### config.mk
export PLATFORM = sky130hd
export DESIGN_NAME = cache_arbiter_flat
export DESIGN_NICKNAME = d
export VERILOG_FILES = /design/src/rtl/cache_arbiter_if.sv /design/src/rtl/cache_arbiter.sv /design/src/flat_wrapper.sv
export SDC_FILE = /design/constraint.sdc
export NUM_CORES = 1
export LEC_CHECK = 0
export CAP_MARGIN = 5
export CELL_PAD_IN_SITES_DETAIL_PLACEMENT = 0
export CELL_PAD_IN_SITES_GLOBAL_PLACEMENT = 2
export CORE_AREA = 2 2 539 541
export DETAILED_ROUTE_END_ITERATION = 10
export DIE_AREA = 0 0 541 543
export MAX_ROUTING_LAYER = met4
export PLACE_DENSITY_LB_ADDON = 0.25
export SLEW_MARGIN = 20
export SYNTH_ARGS = -nofsm -noshare
export SYNTH_HDL_FRONTEND = slang
export SYNTH_SLANG_ARGS = --single-unit
### constraint.sdc
create_clock -name clk -period 3.4 [get_ports clk]
set_input_delay 0.85 -clock clk [delete_from_list [all_inputs] [get_ports clk]]
set_output_delay 0.85 -clock clk [all_outputs]
set_load 0.1 [all_outputs]
### src/rtl/cache_arbiter_if.sv
// cache_arbiter_if -- bundle of the instruction-cache, data-cache and
// physical-memory signals seen by the cache arbiter.
//   master : the arbiter side (takes requests, drives pmem strobes and resps)
//   slave  : the environment side (caches plus physical memory)
// LINE_W / ADDR_W must match the parameters of the cache_arbiter instance.
interface cache_arbiter_if #(
  parameter int LINE_W = 256,
  parameter int ADDR_W = 32
);
  logic              i_read;
  logic [ADDR_W-1:0] i_addr;
  logic [LINE_W-1:0] i_rdata;
  logic              i_resp;

  logic              d_read;
  logic              d_write;
  logic [ADDR_W-1:0] d_addr;
  logic [LINE_W-1:0] d_wdata;
  logic [LINE_W-1:0] d_rdata;
  logic              d_resp;

  logic              pmem_read;
  logic              pmem_write;
  logic [ADDR_W-1:0] pmem_addr;
  logic [LINE_W-1:0] pmem_wdata;
  logic [LINE_W-1:0] pmem_rdata;
  logic              pmem_resp;

  modport master (
    input  i_read, i_addr, d_read, d_write, d_addr, d_wdata, pmem_rdata, pmem_resp,
    output i_rdata, i_resp, d_rdata, d_resp, pmem_read, pmem_write, pmem_addr, pmem_wdata
  );

  modport slave (
    output i_read, i_addr, d_read, d_write, d_addr, d_wdata, pmem_rdata, pmem_resp,
    input  i_rdata, i_resp, d_rdata, d_resp, pmem_read, pmem_write, pmem_addr, pmem_wdata
  );
endinterface

### src/rtl/cache_arbiter.sv
// cache_arbiter -- shares one physical-memory port between an instruction
// cache (line reads) and a data cache (line reads and writebacks).
//
// Ports:
//   clk  : clock, all state on the rising edge
//   rst  : synchronous active-high reset; also forces every output to 0
//   bus  : cache_arbiter_if.master
//          i_read/i_addr -> i_rdata/i_resp           instruction cache
//          d_read/d_write/d_addr/d_wdata -> d_rdata/d_resp   data cache
//          pmem_read/pmem_write/pmem_addr/pmem_wdata <- pmem_rdata/pmem_resp
//
// Flow: IDLE -> SERVE_I | SERVE_D -> (pmem_resp) -> RELEASE -> IDLE.
// RELEASE gives the finished requester one cycle to drop its request so it
// is not granted a second time.
//
// Build option: define CACHE_ARBITER_RR_EN for round-robin arbitration on
// simultaneous I/D requests; otherwise the data cache always wins.
module cache_arbiter #(
  parameter int LINE_W = 256,
  parameter int ADDR_W = 32
) (
  input  logic              clk,
  input  logic              rst,
  cache_arbiter_if.master   bus
);

  typedef enum logic [1:0] {IDLE, SERVE_I, SERVE_D, RELEASE} state_t;

  state_t state_q, state_d;

  logic d_req;
  logic pick_i;

  assign d_req = bus.d_read | bus.d_write;

`ifdef CACHE_ARBITER_RR_EN
  // favor_i_q = 1 when the data cache was granted last, so the instruction
  // cache wins the next collision.
  logic favor_i_q;

  assign pick_i = bus.i_read & (~d_req | favor_i_q);

  always_ff @(posedge clk) begin
    if (rst)
      favor_i_q <= 1'b0;
    else if (state_q == IDLE && state_d == SERVE_I)
      favor_i_q <= 1'b0;
    else if (state_q == IDLE && state_d == SERVE_D)
      favor_i_q <= 1'b1;
  end
`else
  assign pick_i = bus.i_read & ~d_req;
`endif

  always_ff @(posedge clk) begin
    if (rst) state_q <= IDLE;
    else     state_q <= state_d;
  end

  always_comb begin
    state_d = state_q;
    case (state_q)
      IDLE: begin
        if (pick_i)     state_d = SERVE_I;
        else if (d_req) state_d = SERVE_D;
      end
      SERVE_I, SERVE_D: begin
        if (bus.pmem_resp) state_d = RELEASE;
      end
      RELEASE: state_d = IDLE;
      default: state_d = IDLE;
    endcase
  end

  logic              pmem_read_c, pmem_write_c, i_resp_c, d_resp_c;
  logic [ADDR_W-1:0] pmem_addr_c;
  logic [LINE_W-1:0] pmem_wdata_c, i_rdata_c, d_rdata_c;

  // Outputs decode from the registered state only; rst gates them so the
  // bus is quiet in the reset cycle even if a transaction was in flight.
  always_comb begin
    pmem_read_c  = 1'b0;
    pmem_write_c = 1'b0;
    pmem_addr_c  = '0;
    pmem_wdata_c = '0;
    i_resp_c     = 1'b0;
    i_rdata_c    = '0;
    d_resp_c     = 1'b0;
    d_rdata_c    = '0;
    if (!rst) begin
      case (state_q)
        SERVE_I: begin
          pmem_read_c = 1'b1;
          pmem_addr_c = bus.i_addr;
          if (bus.pmem_resp) begin
            i_resp_c  = 1'b1;
            i_rdata_c = bus.pmem_rdata;
          end
        end
        SERVE_D: begin
          // read+write together is a writeback; the read gets a later grant
          pmem_write_c = bus.d_write;
          pmem_read_c  = bus.d_read & ~bus.d_write;
          pmem_addr_c  = bus.d_addr;
          pmem_wdata_c = bus.d_wdata;
          if (bus.pmem_resp) begin
            d_resp_c  = 1'b1;
            d_rdata_c = bus.pmem_rdata;
          end
        end
        default: ;
      endcase
    end
  end

  assign bus.pmem_read  = pmem_read_c;
  assign bus.pmem_write = pmem_write_c;
  assign bus.pmem_addr  = pmem_addr_c;
  assign bus.pmem_wdata = pmem_wdata_c;
  assign bus.i_resp     = i_resp_c;
  assign bus.i_rdata    = i_rdata_c;
  assign bus.d_resp     = d_resp_c;
  assign bus.d_rdata    = d_rdata_c;

endmodule

### src/flat_wrapper.sv
// flat-port wrapper written by rule: the top's interface ports become plain ports
module cache_arbiter_flat 
#(
  parameter int LINE_W = 256,
  parameter int ADDR_W = 32
)
  (clk, rst, bus_i_read, bus_i_addr, bus_d_read, bus_d_write, bus_d_addr, bus_d_wdata, bus_pmem_rdata, bus_pmem_resp, bus_i_rdata, bus_i_resp, bus_d_rdata, bus_d_resp, bus_pmem_read, bus_pmem_write, bus_pmem_addr, bus_pmem_wdata);
  cache_arbiter_if #(.LINE_W(LINE_W), .ADDR_W(ADDR_W)) bus_i ();
  input  logic clk;
  input  logic rst;
  input wire logic [$bits(bus_i.i_read)-1:0] bus_i_read;
  input wire logic [$bits(bus_i.i_addr)-1:0] bus_i_addr;
  input wire logic [$bits(bus_i.d_read)-1:0] bus_d_read;
  input wire logic [$bits(bus_i.d_write)-1:0] bus_d_write;
  input wire logic [$bits(bus_i.d_addr)-1:0] bus_d_addr;
  input wire logic [$bits(bus_i.d_wdata)-1:0] bus_d_wdata;
  input wire logic [$bits(bus_i.pmem_rdata)-1:0] bus_pmem_rdata;
  input wire logic [$bits(bus_i.pmem_resp)-1:0] bus_pmem_resp;
  output wire logic [$bits(bus_i.i_rdata)-1:0] bus_i_rdata;
  output wire logic [$bits(bus_i.i_resp)-1:0] bus_i_resp;
  output wire logic [$bits(bus_i.d_rdata)-1:0] bus_d_rdata;
  output wire logic [$bits(bus_i.d_resp)-1:0] bus_d_resp;
  output wire logic [$bits(bus_i.pmem_read)-1:0] bus_pmem_read;
  output wire logic [$bits(bus_i.pmem_write)-1:0] bus_pmem_write;
  output wire logic [$bits(bus_i.pmem_addr)-1:0] bus_pmem_addr;
  output wire logic [$bits(bus_i.pmem_wdata)-1:0] bus_pmem_wdata;
  assign bus_i.i_read = bus_i_read;
  assign bus_i.i_addr = bus_i_addr;
  assign bus_i.d_read = bus_d_read;
  assign bus_i.d_write = bus_d_write;
  assign bus_i.d_addr = bus_d_addr;
  assign bus_i.d_wdata = bus_d_wdata;
  assign bus_i.pmem_rdata = bus_pmem_rdata;
  assign bus_i.pmem_resp = bus_pmem_resp;
  assign bus_i_rdata = bus_i.i_rdata;
  assign bus_i_resp = bus_i.i_resp;
  assign bus_d_rdata = bus_i.d_rdata;
  assign bus_d_resp = bus_i.d_resp;
  assign bus_pmem_read = bus_i.pmem_read;
  assign bus_pmem_write = bus_i.pmem_write;
  assign bus_pmem_addr = bus_i.pmem_addr;
  assign bus_pmem_wdata = bus_i.pmem_wdata;
  cache_arbiter #(.LINE_W(LINE_W), .ADDR_W(ADDR_W)) u_core (.clk(clk), .rst(rst), .bus(bus_i));
endmodule
==> impl_metrics.toml, run 1 <==
[yosys]
synthFlopType = "dfxtp_1"
async_flop_share_pct = 0
synth_area_mm2 = 0.00618
yosysTopAreaCell = "and2_1"
synth_nets = 1545
synth_area_leaders = "and2_1, buf_6, a22oi_1"
avgSynthCellArea_um2 = 6.45
post_synth_num_cell_types = 24
synth_edf_count = 0
synth-seq-cells = 2
ys_warn_count = 0
synth_top_area_share_pct = 77.9
synth_seq_area_share_pct = 0.648
syn_inst = 958

[critical_path]
timing.rr.end = "u_core.state_q[1]$_SDFFE_PP0P_"
path_class = "input pin to output port"
r2r_start = "u_core.state_q[1]$_SDFFE_PP0P_"
worst_r2r_path_depth = 5
cp.arrival_ns = 2.49
cp-end-kind = "output port"
r2r_slack_ns = 1.62
required_ns = 2.55
cp-start-kind = "input pin"
crit_path_max_fanout = 7

[detailed_routing]
ant_nets = 0
wl_um = 201000
avgViaCountPerCell = 2.12
drt_iter0_markers = 571
wl_per_cell_um = 31.6
drt-pass1-iter-count = 5
num_vias = 13400
drc = 0

[run]
drv_cap = 0

[clock_tree]
cts_tree = "built"
clk_pin_slew_ns = 0.03
htree_levels = 1
cts_made_buffers = 3
cts_buffer_depth = 2
clock_latency_ns = 0.22
hold_buffers = 0
clockRootBuffer = "clkbuf_16"
cts_num_sinks = 2

[die]
io_pins = 1386
num_rows = 197
initial_core_util_pct = 2.15
dieArea_mm2 = 0.294
die_h_um = 543
die_width_um = 541
core-area_mm2 = 0.287

[timing]
finalHoldViolCount = 0
hold_ws_ns = 0.528
slew_headroom_pct = 54.1
drv_slew = 0
final.min_clock_period_ns = 3.34
tightestPinTransition_ns = 0.686
finClkSkew_ns = 0.00102
fin_tns_setup_ns = 0
max_freq_mhz = 299
setup_violations = 0
rsz0062_at_grt = "no"
fin_crit_sh_pct = 98.3

[placed_design]
placement.io_buffers = 1385
place_congestion = 1.01
dp_hpwl_um = 188000

[layout]
top_register = "u_core.state_q"
top_regs = "u_core.state_q x2"
largest_reg_flops = 2
fin_nets = 3039
multiInputGateArea_mm2 = 0.00545
seq_area_um2 = 40.0
fill_cells = 32600
drive_above_1_share_pct = 42.9
syn2layout_area_growth_pct = 467

[grt]
grt_usage_pct = 13.5
grt_pass1_wl_um = 234000
grt_overflow_total = 0
antenna_found_initial = 184
grt_max_degree = 81
grt_pass1_vias = 14100

[min_path]
holdPathStages = 2
whs_endpoint = "u_core.state_q[1]$_SDFFE_PP0P_"
hold_class = "flip-flop to flip-flop"
min_from = "u_core.state_q[1]$_SDFFE_PP0P_"

[status]
status = "complete, no violations"

[pwr]
leakage_nw = 12.7
powerDensity_mw_per_mm2 = 441
ir_drop_mv = 0.218
[worst max-delay path, cell delays in order]
cell	delay, ns
clkdlybuf4s15_2	0.20
and3b_4	0.34
buf_16	0.17
buf_12	0.14
buf_12	0.13
bufbuf_16	0.27
and2_4	0.15
buf_12	0.16
[how the worst max path moves through the flow]
stage | startpoint | end | slack [ns] | cells after the start
final | rst | bus_i_rdata[126] | 0.06 | 8
after global placement | bus_pmem_resp | bus_i_rdata[125] | -0.28 | 6
after CTS | rst | bus_i_rdata[100] | 0.006 | 8
after floorplan | rst | bus_pmem_addr[10] | 0.006 | 4
after global routing | rst | bus_i_rdata[18] | 0.008 | 8
after detailed placement | bus_pmem_resp | bus_i_rdata[125] | -0.28 | 6
[cell usage after synthesis (2+ instances only)]
cell type	count
clkbuf_2	3
and2_1	769
ha_1	5
clkbuf_1	31
nor2_1	34
a22oi_1	32
buf_6	50
dfxtp_1	2
inv_1	4
and3b_1	2
buf_2	11
buf_4	3
[through the flow]
step | total power, mW | instance area [um2] | util, % | instances | setup slack, ns
after floorplan | 7.74 | 6180 | - | 958 | 0.00628
after global placement | 15.4 | 34100 | 11.8 | 6204 | -0.278
after detailed placement | 15.3 | 34100 | 11.8 | 6204 | -0.280
after CTS | 15.8 | 34700 | 12.1 | 6229 | 0.00586
after global routing | 15.9 | 35000 | 12.2 | 6322 | 0.00803
final | 15.4 | 35000 | 12.2 | 6346 | 0.0582
[report_power, final]
part           total, mW  switching (mW)  internal [mW]
logic               15.2            10.0           5.20
registers         0.0442         0.00905         0.0352
clock network      0.175          0.0258          0.150
total               15.4            10.1           5.38
[layout make-up]
type,count,area share [%]
inverters,4,0.0428
multi-input cells,854,15.6
well taps,3781,13.5
flip-flops and latches,2,0.114
diodes,115,0.821
clock buffers,3,0.214
repair buffers,1587,69.8
[cells in the final DEF (no fill, tap or decap), types with 2 or more instances in the layout]
cell	Yosys	routed
dfxtp_1	2	2
a22oi_2	0	2
ha_2	0	2
buf_16	0	10
clkdlybuf4s15_2	0	2
bufbuf_16	0	4
buf_12	0	859
and2_4	0	27
ha_1	5	3
nor2_1	34	34
buf_4	3	130
diode_2	0	115
inv_1	4	4
and2_2	0	4
clkdlybuf4s50_1	0	579
and2_1	769	738
clkbuf_16	0	4
and3b_4	0	2
a22oi_1	32	30
[metal layers]
metal | vias to the layer above | share of wire [%] | track usage, %
li1 | 6046 | - | -
met3 | 176 | 12 | 6.29
met1 | 6169 | 38 | 14.8
met4 | 0 | 2.6 | 2.63
met2 | 1043 | 47 | 22.5
met5 | - | 0 | -
[what timing repair did]
item                       4_1_cts  5_1_grt
setup buffers                   14        1
resized for setup               51        2
setup endpoints to repair      611       14
pin swaps                        1        0
gates cloned                    10        1
[kinds of logic after synthesis]
| group | count (synthesis) | synth area share, % |
|---|---|---|
| AOI/OAI and AO/OA | 37 | 4.42 |
| buffers and inverters | 102 | 12.7 |
| DFF | 2 | 0.648 |
| and+or+nand+nor | 812 | 81.2 |
| adders and majority gates | 5 | 1.01 |
No activity file was read; power rests on OpenSTA's default activity.
==> inputs of run 2 (changes only) <==
--- a/config.mk
+++ b/config.mk
@@ -11,6 +11,7 @@
 export CORE_AREA = 2 2 539 541
 export DETAILED_ROUTE_END_ITERATION = 10
 export DIE_AREA = 0 0 541 543
+export HOLD_SLACK_MARGIN = 0.06
 export MAX_ROUTING_LAYER = met4
 export PLACE_DENSITY_LB_ADDON = 0.25
 export SLEW_MARGIN = 20
==> results of run 2 <==
Same layout as run 1: the final DEF is identical, and so are final timing and power.
